$ cat config.mk
export PLATFORM = sky130hd
export DESIGN_NAME = xpr_wb_merge
export DESIGN_NICKNAME = d
export VERILOG_FILES = /design/src/rtl/xpr_wb_merge.sv
export SDC_FILE = /design/constraint.sdc
export NUM_CORES = 1
export LEC_CHECK = 0
export ABC_CLOCK_PERIOD_IN_PS = 2100
export CAP_MARGIN = 20
export CORE_UTILIZATION = 48
export CTS_CLUSTER_DIAMETER = 80
export CTS_CLUSTER_SIZE = 25
export DETAILED_ROUTE_END_ITERATION = 10
export PLACE_DENSITY = 0.85
export SLEW_MARGIN = 20
export SYNTH_ARGS = -nofsm -noshare
export SYNTH_HDL_FRONTEND = slang
export SYNTH_SLANG_ARGS = --single-unit
$ cat constraint.sdc
create_clock -name CLK -period 2.1 [get_ports CLK]
set_input_delay 0.63 -clock CLK [delete_from_list [all_inputs] [get_ports CLK]]
set_output_delay 0.63 -clock CLK [all_outputs]
set_load 0.05 [all_outputs]
$ cat src/rtl/xpr_wb_merge.sv
// Writeback merge ahead of the XPR register file: ex -> wrt0, mem -> wrt1.
// Buffers load results, squashes WAW-stale mem writes, exports pending mask.
module xpr_wb_merge #(
  parameter int DEPTH = 4,
  parameter int AW    = 5,
  parameter int DW    = 32
) (
  input  logic                      CLK,
  input  logic                      RST,
  input  logic                      ex_valid,
  input  logic [AW-1:0]             ex_addr,
  input  logic [DW-1:0]             ex_data,
  input  logic                      mem_valid,
  output logic                      mem_ready,
  input  logic [AW-1:0]             mem_addr,
  input  logic [DW-1:0]             mem_data,
  output logic                      wrt0_WE,
  output logic [AW-1:0]             wrt0_WA,
  output logic [DW-1:0]             wrt0_D,
  output logic                      wrt1_WE,
  output logic [AW-1:0]             wrt1_WA,
  output logic [DW-1:0]             wrt1_D,
  output logic [(2**AW)-1:0]        pending,
  output logic [$clog2(DEPTH):0]    fifo_count
);

  localparam int PW = $clog2(DEPTH);
  localparam int CW = PW + 1;

  logic [AW-1:0]    r_addr [DEPTH];
  logic [DW-1:0]    r_data [DEPTH];
  logic [DEPTH-1:0] r_sq;
  logic [DEPTH-1:0] r_vld;
  logic [PW-1:0]    r_wp;
  logic [PW-1:0]    r_rp;
  logic [CW-1:0]    r_cnt;

  logic          w_kill;
  logic          w_push;
  logic          w_empty;
  logic          w_pop;
  logic          w_wr;
  logic          w_in_sq;
  logic          w_src_vld;
  logic [AW-1:0] w_src_addr;
  logic [DW-1:0] w_src_data;
  logic          w_src_sq;
  logic          w_src_hit;

  assign w_kill  = ex_valid && (ex_addr != '0);
  assign mem_ready = (r_cnt < CW'(DEPTH));
  assign w_push  = mem_valid && mem_ready;
  assign w_empty = (r_cnt == '0);
  assign w_pop   = !w_empty;
  // An empty FIFO lets the incoming load fall straight into wrt1.
  assign w_wr    = w_push && !w_empty;
  assign w_in_sq = (mem_addr == '0) || (w_kill && (mem_addr == ex_addr));

  assign w_src_vld  = w_pop || w_push;
  assign w_src_addr = w_empty ? mem_addr : r_addr[r_rp];
  assign w_src_data = w_empty ? mem_data : r_data[r_rp];
  assign w_src_sq   = w_empty ? (mem_addr == '0) : r_sq[r_rp];
  assign w_src_hit  = w_kill && (w_src_addr == ex_addr);

  assign fifo_count = r_cnt;

  always_ff @(posedge CLK or negedge RST) begin
    if (!RST) begin
      r_sq  <= '0;
      r_vld <= '0;
      r_wp  <= '0;
      r_rp  <= '0;
      r_cnt <= '0;
      for (int i = 0; i < DEPTH; i++) begin
        r_addr[i] <= '0;
        r_data[i] <= '0;
      end
    end else begin
      for (int i = 0; i < DEPTH; i++) begin
        if (w_kill && (r_addr[i] == ex_addr)) r_sq[i] <= 1'b1;
      end
      if (w_wr) begin
        r_addr[r_wp] <= mem_addr;
        r_data[r_wp] <= mem_data;
        r_sq[r_wp]   <= w_in_sq;
        r_vld[r_wp]  <= 1'b1;
        r_wp         <= r_wp + 1'b1;
      end
      if (w_pop) begin
        r_vld[r_rp] <= 1'b0;
        r_rp        <= r_rp + 1'b1;
      end
      r_cnt <= r_cnt + CW'(w_wr) - CW'(w_pop);
    end
  end

  always_ff @(posedge CLK or negedge RST) begin
    if (!RST) begin
      wrt0_WE <= 1'b0;
      wrt0_WA <= '0;
      wrt0_D  <= '0;
      wrt1_WE <= 1'b0;
      wrt1_WA <= '0;
      wrt1_D  <= '0;
    end else begin
      wrt0_WE <= w_kill;
      wrt0_WA <= ex_addr;
      wrt0_D  <= ex_data;
      wrt1_WE <= w_src_vld && !w_src_sq && !w_src_hit;
      wrt1_WA <= w_src_addr;
      wrt1_D  <= w_src_data;
    end
  end

  always_comb begin
    pending = '0;
    for (int i = 0; i < DEPTH; i++) begin
      if (r_vld[i] && !r_sq[i]) pending[r_addr[i]] = 1'b1;
    end
    if (wrt1_WE) pending[wrt1_WA] = 1'b1;
    pending[0] = 1'b0;
  end

endmodule
==> results of run 1 <==
==> Yosys cell counts, types with 3 or more instances <==
cell,n,share of area
dfrtp_1,239,0.53
mux2_2,142,0.14
nand2_1,131,0.043
nor2_1,50,0.017
mux4_2,36,0.072
a22oi_1,28,0.019
clkbuf_1,28,0.0093
nand3_1,24,0.011
o22ai_1,24,0.013
xnor2_1,21,0.016
buf_2,16,0.0071
nand3b_1,16,0.011
nor3b_1,16,0.011
or3_1,13,0.0072
xor2_1,13,0.010
a21oi_1,12,0.0053
nor3_1,12,0.0053
ha_1,9,0.010
buf_6,8,0.0080
inv_1,8,0.0027
o221ai_1,8,0.0062
mux2_1,6,0.0060
a31oi_1,5,0.0028
and3_1,5,0.0028
buf_4,5,0.0033
nor4_1,5,0.0028
or2_2,5,0.0028
and2_1,4,0.0022
nand2b_1,4,0.0022
nor2b_1,4,0.0022
buf_1,3,0.0010
nand2_2,3,0.0017
==> report_power, final <==
part           internal (W)  switching (W)  leakage (nW)
clock               0.00115        0.00143         0.172
combinational       0.00557        0.00605          3.73
sequential          0.00666        0.00173          2.84
==> kinds of logic after synthesis <==
group,after synthesis
AND/OR/NAND/NOR,298
flip-flops,239
multiplexers,186
AO/OA/AOI/OAI,84
buffers and inverters,68
XOR/XNOR,34
adder cells (fa/ha/maj),10
other,1
==> per-stage QoR <==
stage / setup slack (ns) / util / cell area (sq um) / TNS [ns] / hold WS, ns
floorplan: 0.00158 / - / 11500 / 0 / 0.334
global placement: -0.252 / 0.641 / 14700 / -30.78 / 0.471
detailed placement: -0.281 / 0.641 / 14700 / -35.08 / 0.485
CTS: -0.505 / 0.670 / 15300 / -13.56 / 0.0915
global route: -0.563 / 0.678 / 15500 / -15.17 / 0.106
finish: -0.508 / 0.678 / 15500 / -13.55 / 0.0939
==> sequential cells by signal, summed over array words and instances (netlist names) <==
| register | flops |
|---|---|
| r_data | 128 |
| wrt0_D | 32 |
| r_sq | 4 |
| r_wp | 2 |
| wrt1_WE | 1 |
| r_addr | 20 |
| fifo_count | 3 |
| wrt1_D | 32 |
| r_vld | 4 |
| wrt1_WA | 5 |
| r_rp | 2 |
| wrt0_WA | 5 |
| wrt0_WE | 1 |
==> per-layer routing <==
metal | wire length, microns | track usage
met5 | 0 | 0
met4 | 686 | 0.0780
met3 | 1550 | 0.0306
met2 | 16000 | 0.455
met1 | 12400 | 0.324
==> worst min path at each step <==
stage / from / endpoint / slack [ns] / cells past startpoint
after floorplan: RST / fifo_count[0]$_DFF_PN0_ / 0.33 / 0
after global placement: r_data[58]$_DFFE_PN0P_ / r_data[58]$_DFFE_PN0P_ / 0.47 / 1
after detailed placement: r_data[90]$_DFFE_PN0P_ / r_data[90]$_DFFE_PN0P_ / 0.48 / 1
after CTS: RST / r_data[34]$_DFFE_PN0P_ / 0.09 / 1
after global routing: RST / r_data[66]$_DFFE_PN0P_ / 0.11 / 1
final: RST / wrt0_D[12]$_DFF_PN0_ / 0.09 / 1
==> layout make-up <==
class | instances | area [sq um] | share of cell area
Sequential cell | 239 | 6020 | 0.389
Multi-Input combinational cell | 613 | 5590 | 0.361
Timing Repair Buffer | 312 | 3120 | 0.201
Tap cell | 313 | 392 | 0.0253
Clock buffer | 16 | 337 | 0.0217
Inverter | 8 | 30.0 | 0.00194
Clock inverter | 2 | 13.8 | 0.000888
==> what timing repair did <==
action,CTS,global route
setup buffers,5,7
pin swaps,19,22
endpoints found under the setup margin,72,32
resized for setup,125,46
==> results.json, run 1 <==
{
  "outcome": "finished, violations left",
  "violations": "negative setup slack",
  "synthSimpleGateAreaFrac": 0.126,
  "synth_nets": 1008,
  "arrival_ns": 1.98,
  "max_freq_ghz": 0.383,
  "fin_total_pwr_w": 0.0226,
  "async_flop_share": 1.00,
  "r2r-end": "wrt1_WE$_DFF_PN0_",
  "setup_viol": 31,
  "crit_type": "reg2out",
  "cp-startpoint": "r_addr[11]$_DFFE_PN0P_",
  "die_w_microns": 155,
  "worstSetupStartpointType": "flip-flop",
  "vias": 8487,
  "post-route-period-util": 1.24,
  "max_slew_margin": 0.643,
  "hold_violations": 0,
  "holdCritPathClass": "in2async",
  "crit-reg2reg-launch": "r_addr[7]$_DFFE_PN0P_",
  "synthDistinctLibCells": 46,
  "antenna_found_initial": 0,
  "seq_area_frac_synth": 0.529,
  "grt_overflow_total": 0,
  "clk_pin_slew_ns": 0.10,
  "insertion_delay_ns": 0.47,
  "ys.flop_type": "dfrtp_1",
  "drive_above_1_share": 0.459,
  "synth-seq-cells": 239,
  "report.final.slew_viol_count": 0,
  "worst-path-stages": 4,
  "slowest_stage": "dfrtp_1",
  "reg2reg_depth": 6,
  "drc": 0,
  "drt-total-wl_mm": 30.7,
  "cts_sinks": 239,
  "avgSynthCellArea_sq_um": 12.3,
  "synth_fa_ha_area_frac": 0.0117,
  "cts_buffers": 13,
  "cp.buffers_inverters": 1,
  "clock_path_buffers": 3,
  "final_common_cell": "dfrtp_1",
  "rrSetupSlack_ns": 0.09,
  "fillerInstances": 1655,
  "dp_cells": 1475,
  "track_usage": 0.255,
  "path_delay_family": "flip-flops",
  "start_util": 0.495,
  "cp-end-kind": "output pin",
  "grt_pass1_vias": 8980,
  "rsz0062_at_grt": "yes",
  "cts_hold_buf": 0,
  "cp.required_ns": 1.47,
  "wl_per_cell_microns": 20.4,
  "first_pass_iters": 8,
  "gp_congestion": 0.999,
  "finalNonFillerCells": 1503,
  "port_buffers": 188,
  "htreeDepth": 1,
  "synth-compound-area-share": 0.0516,
  "min_period_ns": 2.61,
  "yosysWarnings": 0,
  "power_density_nw_per_um2": 1460,
  "synth_area_sq_um": 11300,
  "drt-initial-drc-count": 442,
  "tightestPinTransition_ns": 0.536,
  "cts_tree": "built",
  "ios": 190,
  "crit_end": "pending[4]",
  "crit_path_max_fanout": 7,
  "setup_ws_ns": -0.508,
  "area_delta_synth_final_pct": 37.1,
  "die_area_sq_um": 24200,
  "synth_edf_count": 0,
  "die_y_microns": 155,
  "final_cell_mix": "dfrtp_1, buf_4, mux2_2",
  "n_antenna_cell": 0,
  "max-cap-violations": 0,
  "rows": 55,
  "fin_nets": 1275,
  "synthMuxAreaShare": 0.224,
  "coreArea_sq_um": 22800,
  "path_cells": "nor3_2, a222oi_1, nand2_1, buf_12",
  "synth_top_family_by_area": "multiplexers",
  "irDropWorstVdd_mv": 1.25,
  "p_leak_nw": 6.75,
  "grt_max_degree": 56,
  "grt_pass1_wl_mm": 48.2,
  "drtAntennaViolNets": 0,
  "dp_hpwl_mm": 21.9,
  "cts-root-buf": "clkbuf_16",
  "syn_inst": 920,
  "critical_path.max_stage_delay_ns": 0.56,
  "skew_ns": 0.0172,
  "synth_xor_area_frac": 0.0263,
  "via_per_inst": 5.65
}
Note: power is estimated with default switching activity, not from simulation.
==> run 2: changes to the inputs <==
ABC_AREA = 0   (was not set)
CORE_UTILIZATION = 50   (was 48)
CTS_BUF_LIST = sky130_fd_sc_hd__clkbuf_8   (was not set)
PLACE_DENSITY = not set   (was 0.85)
PLACE_DENSITY_LB_ADDON = 0.3   (was not set)
==> run 2 against run 1 <==
The flow finishes with violations (design-rule violations, negative setup slack). Largest power group unchanged. Largest cell class unchanged. Wire length rose by 1.1%. Critical path depth increased by 1. Non-clock buffer count up 22. Critical path type unchanged. Critical endpoint is now pending[11]. Clock skew grew 0.0032 ns.
==> results.json, run 2 (synthesis results as in run 1) <==
{
  "cp.required_ns": 1.47,
  "holdCritPathClass": "reg2reg",
  "multi_input_area_sq_um": 5830,
  "coreArea_sq_um": 22000,
  "die_w_microns": 152,
  "top_register": "r_data",
  "antenna_found_initial": 0,
  "first_pass_iters": 8,
  "crit_type": "reg2out",
  "worstHoldStart": "r_data[12]$_DFFE_PN0P_",
  "hold_violations": 0,
  "vias": 8541,
  "cts_buffers": 13,
  "fin_total_pwr_w": 0.0225,
  "setup_viol": 31,
  "dp_hpwl_mm": 21.2,
  "reg.largest.list": "r_data x128, wrt0_D x32, wrt1_D x32",
  "htreeDepth": 1,
  "hold_depth": 1,
  "rsz0062_at_grt": "yes",
  "power_density_nw_per_um2": 1420,
  "gp_congestion": 0.997,
  "post-route-period-util": 1.29,
  "reg2reg_depth": 7,
  "die_area_sq_um": 23200,
  "drt-initial-drc-count": 389,
  "crit-reg2reg-launch": "r_addr[13]$_DFFE_PN0P_",
  "via_per_inst": 5.72,
  "clock_path_buffers": 3,
  "r2r-end": "wrt1_WE$_DFF_PN0_",
  "report.final.slew_viol_count": 0,
  "min_to": "r_data[12]$_DFFE_PN0P_",
  "cts_sinks": 239,
  "final_cell_mix": "dfrtp_1, buf_4, mux2_2",
  "max-cap-violations": 0,
  "p_seq_frac": 0.371,
  "start_util": 0.513,
  "p_leak_nw": 6.86,
  "grt_pass1_wl_mm": 48.9,
  "worstSetupStartpointType": "flip-flop",
  "cp-end-kind": "output pin",
  "die_y_microns": 152,
  "grt_pass1_vias": 9067,
  "area_delta_synth_final_pct": 39.6,
  "fillerInstances": 1512,
  "rows": 54,
  "combPwrFrac": 0.543,
  "n_antenna_cell": 0,
  "setup_ws_ns": -0.610,
  "crit_path_max_fanout": 3,
  "rrSetupSlack_ns": 0.05,
  "fin_nets": 1297,
  "intPower_w": 0.0132,
  "final_common_cell": "dfrtp_1",
  "max_slew_margin": 0.630,
  "ios": 190,
  "skew_ns": 0.0204,
  "track_usage": 0.266,
  "min_period_ns": 2.71,
  "insertion_delay_ns": 0.51,
  "clk_pin_slew_ns": 0.14,
  "drt-total-wl_mm": 31.0,
  "switching_power_w": 0.00930,
  "max_freq_ghz": 0.369,
  "grt_max_degree": 57,
  "ff_latch_area_sq_um": 6020,
  "drc": 11,
  "port_buffers": 188,
  "wl_per_cell_microns": 20.8,
  "tightestPinTransition_ns": 0.555,
  "irDropWorstVdd_mv": 0.870,
  "cts_tree": "built",
  "cts-root-buf": "clkbuf_8",
  "netSwitchingFraction": 0.414,
  "grt_overflow_total": 0,
  "drive_above_1_share": 0.497,
  "p_clk_frac": 0.086,
  "outcome": "finished, violations left",
  "arrival_ns": 2.08,
  "drtAntennaViolNets": 0,
  "violations": "design-rule violations, negative setup slack",
  "largest_reg_flops": 128,
  "final_util": 0.717
}
-- run 2: cell types whose count changed in the layout (fill, tap and decap cells not counted), moves of 5 or more --
cell / previous run / this run
clkbuf_16: 13 / 0
a22oi_2: 17 / 24
o22ai_2: 5 / 14
o22ai_1: 19 / 9
nor3b_1: 10 / 4
clkbuf_8: 0 / 13
a22oi_1: 11 / 4
buf_4: 147 / 157
nor2_4: 1 / 6
buf_6: 5 / 19
-- run 2: timing repair --
| action | in CTS | in global routing |
|---|---|---|
| endpoints found under the hold margin | 30 | 0 |
| cloned | 0 | 0 |
| gates resized for setup | 174 | 57 |
| hold buffers | 1 | 0 |
| buffers inserted | 8 | 31 |
| endpoints found under the setup margin | 69 | 33 |
| pin swaps | 38 | 42 |
-- run 2: cell type report --
type / count / share of cell area
Clock buffer: 13 / 0.0113
Sequential cell: 239 / 0.382
Inverter: 8 / 0.00190
Multi-Input combinational cell: 613 / 0.369
Clock inverter: 6 / 0.00182
Timing Repair Buffer: 334 / 0.212
Tap cell: 280 / 0.0222
-- run 2: layer usage --
layer	up-vias	global-route usage	wire (microns)
li1	3847	-	-
met1	4306	0.330	12200
met2	305	0.482	16200
met3	83	0.0299	1600
met4	0	0.0928	994
met5	-	0	0
-- run 2: how the worst max path moves through the flow --
stage | cells after the start | slack, ns | to | start
floorplan | 4 | 0.002 | pending[4] | r_addr[17]$_DFFE_PN0P_
detailed placement | 7 | -0.31 | r_addr[2]$_DFFE_PN0P_ | mem_valid
global placement | 7 | -0.28 | r_data[0]$_DFFE_PN0P_ | mem_valid
CTS | 5 | -0.56 | pending[11] | r_vld[2]$_DFF_PN0_
finish | 5 | -0.61 | pending[11] | r_vld[2]$_DFF_PN0_
global route | 4 | -0.65 | pending[25] | r_addr[7]$_DFFE_PN0P_
-- run 2: stage by stage --
stage / instance area, sq um / hold WS (ns) / cells / setup TNS, ns / setup WS (ns)
floorplan: 11500 / 0.334 / 920 / 0 / 0.00158
global placement: 14600 / 0.468 / 1438 / -39.86 / -0.283
detailed placement: 14600 / 0.488 / 1438 / -41.55 / -0.307
CTS: 15300 / 0.508 / 1465 / -14.87 / -0.562
global route: 15800 / 0.497 / 1493 / -17.65 / -0.645
finish: 15800 / 0.517 / 1493 / -15.85 / -0.610
-- run 2: critical path, stage by stage (launching register included) --
cell and delay, ns:
dfrtp_2 0.47, nor2b_4 0.15, and3_4 0.19, a222oi_1 0.48, nand2_2 0.12, buf_12 0.17
-- run 2: power by group through the flow --
| stage | Sequential [W] | Clock (W) | Combinational [W] |
|---|---|---|---|
| 3_3_place_gp | 0.00809 | 0 | 0.0109 |
| 5_1_grt | 0.00854 | 0.00216 | 0.0130 |
| 2_1_floorplan | 0.00894 | 0 | 0.00637 |
| 4_1_cts | 0.00821 | 0.00203 | 0.0116 |
| 3_5_place_dp | 0.00818 | 0 | 0.0112 |
| 6_report | 0.00832 | 0.00194 | 0.0122 |
==> run 3: changes to the inputs <==
CAP_MARGIN = not set   (was 20)
==> results of run 3 <==
Final layout, timing and power as in run 2 (identical DEF).
